**src/rtl/wb_queue_if.sv**
```systemverilog
// wb_queue_if: MEM-stage request, ID-stage hazard query and register-file write port of the writeback queue
interface wb_queue_if #(parameter int DEPTH = 4);
  logic                     in_valid;
  logic                     in_ready;
  logic                     in_wb_en;
  logic                     in_mem_r_en;
  logic [3:0]               in_dest;
  logic [31:0]              in_alu_result;
  logic [31:0]              in_mem_data;
  logic [3:0]               src_1;
  logic [3:0]               src_2;
  logic                     hazard;
  logic [$clog2(DEPTH):0]   level;
  logic [3:0]               Dest_WB;
  logic [31:0]              Result_WB;
  logic                     writeBackEN;
  modport master (
    output in_valid, in_wb_en, in_mem_r_en, in_dest, in_alu_result, in_mem_data, src_1, src_2,
    input  in_ready, hazard, level, Dest_WB, Result_WB, writeBackEN
  );
  modport slave (
    input  in_valid, in_wb_en, in_mem_r_en, in_dest, in_alu_result, in_mem_data, src_1, src_2,
    output in_ready, hazard, level, Dest_WB, Result_WB, writeBackEN
  );
endinterface

```
**src/rtl/wb_queue.sv**
```systemverilog
// wb_queue: FIFO of register writebacks retiring one write per cycle, with a source-register hazard query
module wb_queue #(
  parameter int DEPTH = 4
) (
  input logic   clk,
  input logic   rst,
  wb_queue_if.slave q
);
  localparam int AW = $clog2(DEPTH);
  logic [3:0]       dest_m [DEPTH];
  logic [31:0]      data_m [DEPTH];
  logic [DEPTH-1:0] vld;
  logic [AW-1:0]    head, tail;
  logic [AW:0]      cnt;
  logic [3:0]       dest_r;
  logic [31:0]      res_r;
  logic             en_r, push, pop, hz;
  assign q.in_ready    = cnt != (AW+1)'(DEPTH);
  assign q.level       = cnt;
  assign q.hazard      = hz;
  assign q.Dest_WB     = dest_r;
  assign q.Result_WB   = res_r;
  assign q.writeBackEN = en_r;
  assign push = q.in_valid && q.in_ready && q.in_wb_en;
  assign pop  = cnt != '0;
  // the popped entry is already invalid, so the one in the output registers never raises hazard
  always_comb begin
    hz = 1'b0;
    for (int i = 0; i < DEPTH; i++)
      hz = hz | (vld[i] && (dest_m[i] == q.src_1 || dest_m[i] == q.src_2));
  end
  always_ff @(posedge clk) begin
    if (push) begin
      dest_m[tail] <= q.in_dest;
      data_m[tail] <= q.in_mem_r_en ? q.in_mem_data : q.in_alu_result;
    end
  end
  always_ff @(posedge clk or posedge rst) begin
    if (rst) begin
      vld    <= '0;
      head   <= '0;
      tail   <= '0;
      cnt    <= '0;
      dest_r <= '0;
      res_r  <= '0;
      en_r   <= 1'b0;
    end else begin
      if (pop) begin
        vld[head] <= 1'b0;
        head      <= head + AW'(1);
        dest_r    <= dest_m[head];
        res_r     <= data_m[head];
      end
      if (push) begin
        vld[tail] <= 1'b1;
        tail      <= tail + AW'(1);
      end
      en_r <= pop;
      cnt  <= cnt + (AW+1)'(push) - (AW+1)'(pop);
    end
  end
endmodule

```
**src/flat_wrapper.sv**
```systemverilog
// flat-port wrapper written by rule: the top's interface ports become plain ports
module wb_queue_flat 
#(
  parameter int DEPTH = 4
)
  (clk, rst, q_in_valid, q_in_wb_en, q_in_mem_r_en, q_in_dest, q_in_alu_result, q_in_mem_data, q_src_1, q_src_2, q_in_ready, q_hazard, q_level, q_Dest_WB, q_Result_WB, q_writeBackEN);
  wb_queue_if #(.DEPTH(DEPTH)) q_i ();
  input logic clk;
  input logic rst;
  input wire logic [$bits(q_i.in_valid)-1:0] q_in_valid;
  input wire logic [$bits(q_i.in_wb_en)-1:0] q_in_wb_en;
  input wire logic [$bits(q_i.in_mem_r_en)-1:0] q_in_mem_r_en;
  input wire logic [$bits(q_i.in_dest)-1:0] q_in_dest;
  input wire logic [$bits(q_i.in_alu_result)-1:0] q_in_alu_result;
  input wire logic [$bits(q_i.in_mem_data)-1:0] q_in_mem_data;
  input wire logic [$bits(q_i.src_1)-1:0] q_src_1;
  input wire logic [$bits(q_i.src_2)-1:0] q_src_2;
  output wire logic [$bits(q_i.in_ready)-1:0] q_in_ready;
  output wire logic [$bits(q_i.hazard)-1:0] q_hazard;
  output wire logic [$bits(q_i.level)-1:0] q_level;
  output wire logic [$bits(q_i.Dest_WB)-1:0] q_Dest_WB;
  output wire logic [$bits(q_i.Result_WB)-1:0] q_Result_WB;
  output wire logic [$bits(q_i.writeBackEN)-1:0] q_writeBackEN;
  assign q_i.in_valid = q_in_valid;
  assign q_i.in_wb_en = q_in_wb_en;
  assign q_i.in_mem_r_en = q_in_mem_r_en;
  assign q_i.in_dest = q_in_dest;
  assign q_i.in_alu_result = q_in_alu_result;
  assign q_i.in_mem_data = q_in_mem_data;
  assign q_i.src_1 = q_src_1;
  assign q_i.src_2 = q_src_2;
  assign q_in_ready = q_i.in_ready;
  assign q_hazard = q_i.hazard;
  assign q_level = q_i.level;
  assign q_Dest_WB = q_i.Dest_WB;
  assign q_Result_WB = q_i.Result_WB;
  assign q_writeBackEN = q_i.writeBackEN;
  wb_queue #(.DEPTH(DEPTH)) u_core (.clk(clk), .rst(rst), .q(q_i));
endmodule
```
**config.mk**
```make
export PLATFORM = sky130hd
export DESIGN_NAME = wb_queue_flat
export DESIGN_NICKNAME = d
export VERILOG_FILES = /design/src/rtl/wb_queue_if.sv /design/src/rtl/wb_queue.sv /design/src/flat_wrapper.sv
export SDC_FILE = /design/constraint.sdc
export NUM_CORES = 1
export LEC_CHECK = 0
export ABC_AREA = 1
export BUFFER_PORTS_ARGS = -buffer_cell sky130_fd_sc_hd__buf_2
export CAP_MARGIN = 20
export CELL_PAD_IN_SITES_DETAIL_PLACEMENT = 0
export CELL_PAD_IN_SITES_GLOBAL_PLACEMENT = 1
export CORE_ASPECT_RATIO = 0.8
export CORE_UTILIZATION = 32
export DETAILED_ROUTE_END_ITERATION = 16
export GPL_TIMING_DRIVEN = 0
export PLACE_DENSITY_LB_ADDON = 0.05
export SKIP_CTS_REPAIR_TIMING = 1
export SLEW_MARGIN = 5
export SYNTH_ARGS = -nofsm -noshare
export SYNTH_HDL_FRONTEND = slang
export SYNTH_SLANG_ARGS = --single-unit
export TNS_END_PERCENT = 10
```
**constraint.sdc**
```tcl
create_clock -name clk -period 3.8 [get_ports clk]
set_clock_uncertainty 0.1 [all_clocks]
set_input_delay 0.19 -clock clk [delete_from_list [all_inputs] [get_ports clk]]
set_output_delay 0.19 -clock clk [all_outputs]
set_load 0.05 [all_outputs]
```
==> impl_metrics.tcl <==
set metrics [dict create \
    run_status "finished, final reports clean" \
    layout.nets 996 \
    seq_area_frac_synth 0.6686 \
    clkLatencyLatePin_ps 430 \
    cp_max_fo 19 \
    hold_path.startpoint "q_in_mem_data[29]" \
    grt_pass1_wl_mm 34.40 \
    whs_path_depth 2 \
    io_pins 123 \
    place_congestion 0.8055 \
    critPathCaptureType "register" \
    synthAdderAreaFrac 0.01756 \
    tritoncts "built" \
    final_layout_size_suffix_gt1_frac 0.2377 \
    pwr_density_cell_nw_per_um2 788.8 \
    h-tree-depth 4 \
    io_buffers 121 \
    synth_fp_nets 842 \
    worst_slew_pin_slew_ps 843.6 \
    viasPerCell 4.655 \
    worstHoldPathType "input pin to register" \
    finalWorstSetupSlack_ps 1500 \
    overflow 0 \
    final_cell_mix "177 x nor2_1, 144 x edfxtp_1, 130 x buf_2" \
    max_freq_ghz 0.4348 \
    ys_seq_elements 192 \
    ff2ff_setup_slack_ps 1500 \
    grt_pass1_vias 5891 \
    leakage_uw 0.004114 \
    stdcell_count 1241 \
    synth_compound_area_frac 0.07933 \
    drt_iter0_drc 318 \
    antenna_found_initial 0 \
    antenna_cells 0 \
    hpwl_mm 14.71 \
    synth_warnings 0 \
    dp_slack_ps 1436 \
    num_vias 5777 \
    wl_met3_um 919 \
    dr.pass1.iters 5 \
    worst_ep_required_time_ps 3830 \
    rsz0062_at_grt "false" \
    cts_sinks 192 \
    fin_util 0.3997 \
    numCtsBuffers 17 \
    wl_met2_mm 11.03 \
    die_area_um2 26480 \
    ctsRootBufferMaster "clkbuf_16" \
    synthMuxAreaShare 0.04360 \
    reg2reg_depth 5 \
    setup_viol 0 \
    post-route-period-util 0.6052 \
    crit_type "register to register" \
    synth_top_family_by_area "simple AND/OR/NAND/NOR gates" \
    wl_mm 22.44 \
    synthCells 750 \
    syn-cell-area_um2 8264 \
    synth_area_per_cell_um2 11.02 \
    layout_commonest_cell "nor2_1" \
    hold_end "u_core.data_m[3][29]$_DFFE_PP_" \
    wl_met1_mm 10.35 \
    die_w_um 181.7 \
    cts_buffer_depth 2 \
    min_period_ps 2300 \
    hold_viol 0 \
    ys_types 26 \
    core-area_um2 25310 \
    drcViolationCount 0 \
    antenna_left 0 \
    grt_max_degree 49 \
    finalMaxSlewViolations 0 \
    rr_startpoint "u_core.q.level[1]$_DFF_PP0_" \
    synth_simple_gate_area_share 0.1437 \
    grt_usage 0.1768 \
    r2r-end "u_core.data_m[1][6]$_DFFE_PP_" \
    dr.max_layer_used "met4" \
    start_util 0.3265 \
    rows 52 \
    setup_tns_ps 0 \
    cts.clk_slew.worst_paths_ps 80 \
    die_y_um 145.7 \
    placed_cells 1199 \
    ir_worst_vdd_mv 0.4749 \
    synthXorXnorAreaFrac 0.004239 \
    relSlewSlack 0.4363 \
    routedWlPerCell_um 18.08 \
    drv_cap 0 \
    crit_path_start_kind "register" \
    cp.arrival_ps 2330 \
    syn2layout_area_growth_pct 22.41 \
]
## per-layer routing
| layer | GRT usage | up-vias |
|---|---|---|
| li1 | - | 2858 |
| met3 | 0.02903 | 8 |
| met2 | 0.3025 | 127 |
| met5 | 0 | - |
| met1 | 0.2359 | 2784 |
| met4 | 0.03814 | 0 |
## logic make-up after synthesis
group / after synthesis
simple gates: 313
mux: 32
fa+ha+maj: 11
compound gates: 122
xor+xnor: 4
flops: 192
buf+inv: 76
## worst max path at each step
| stage | start | end | slack (ps) | cells after the start |
|---|---|---|---|---|
| 2_1_floorplan | u_core.q.level[1]$_DFF_PP0_ | u_core.data_m[0][0]$_DFFE_PP_ | 250 | 4 |
| 3_3_place_gp | u_core.q.level[1]$_DFF_PP0_ | u_core.data_m[3][21]$_DFFE_PP_ | -900 | 4 |
| 3_5_place_dp | u_core.q.level[1]$_DFF_PP0_ | u_core.data_m[1][19]$_DFFE_PP_ | 1440 | 5 |
| 4_1_cts | u_core.q.level[1]$_DFF_PP0_ | u_core.data_m[1][21]$_DFFE_PP_ | 1440 | 5 |
| 5_1_grt | u_core.q.level[1]$_DFF_PP0_ | u_core.data_m[1][23]$_DFFE_PP_ | 1330 | 5 |
| 6_report | u_core.q.level[1]$_DFF_PP0_ | u_core.data_m[1][6]$_DFFE_PP_ | 1500 | 5 |
## power breakdown
group	internal, uW	switching [uW]	total, uW
Sequential	2720	224	2940
Clock	957	882	1840
Combinational	879	2320	3200
## cell type report
type,instances,area (um^2)
fill,2445,15190
sequential,192,5525
multi-input combinational,482,2414
timing repair buffer,135,793.3
clock buffer,18,429.2
tap,324,405.4
buffer,35,201.4
clock inverter,14,191.4
inverter,41,156.4
## synthesized netlist by cell type (all sizes together)
cell type	instances	share of area
buf	20	0.017
o21ai	78	0.047
fa	1	0.0024
nor2	182	0.083
dfrtp	48	0.15
edfxtp	144	0.52
a21oi	8	0.0048
nand2	129	0.059
clkbuf	15	0.0071
o22ai	1	0.00076
inv	41	0.019
nand3	2	0.0018
xnor2	2	0.0021
xor2	2	0.0021
mux2	32	0.044
ha	10	0.015
a31oi	35	0.026
## through the flow
step / area [um^2] / total power (uW) / hold slack (ps)
2_1_floorplan: 8264 / 5155 / 188.9
3_3_place_gp: 9275 / 6173 / 304.1
3_5_place_dp: 9395 / 6238 / 288.4
4_1_cts: 10020 / 8077 / -183.4
5_1_grt: 10120 / 8466 / 0.6421
6_report: 10120 / 7979 / 3.946
## flip-flops by register name, indices dropped and copies added (netlist names)
signal	flops
u_core.vld	4
u_core.tail	2
u_core.q.level	3
u_core.q.Dest_WB	4
u_core.q.Result_WB	32
u_core.dest_m	16
u_core.head	2
u_core.q.writeBackEN	1
u_core.data_m	128
## critical path, cell delays in order (launching register included)
cell and delay, ps:
dfrtp_1 440, nor2_2 80, nand2_1 90, nand3_2 280, nor2_4 750, buf_16 250
(Power assumes the default switching activity.)
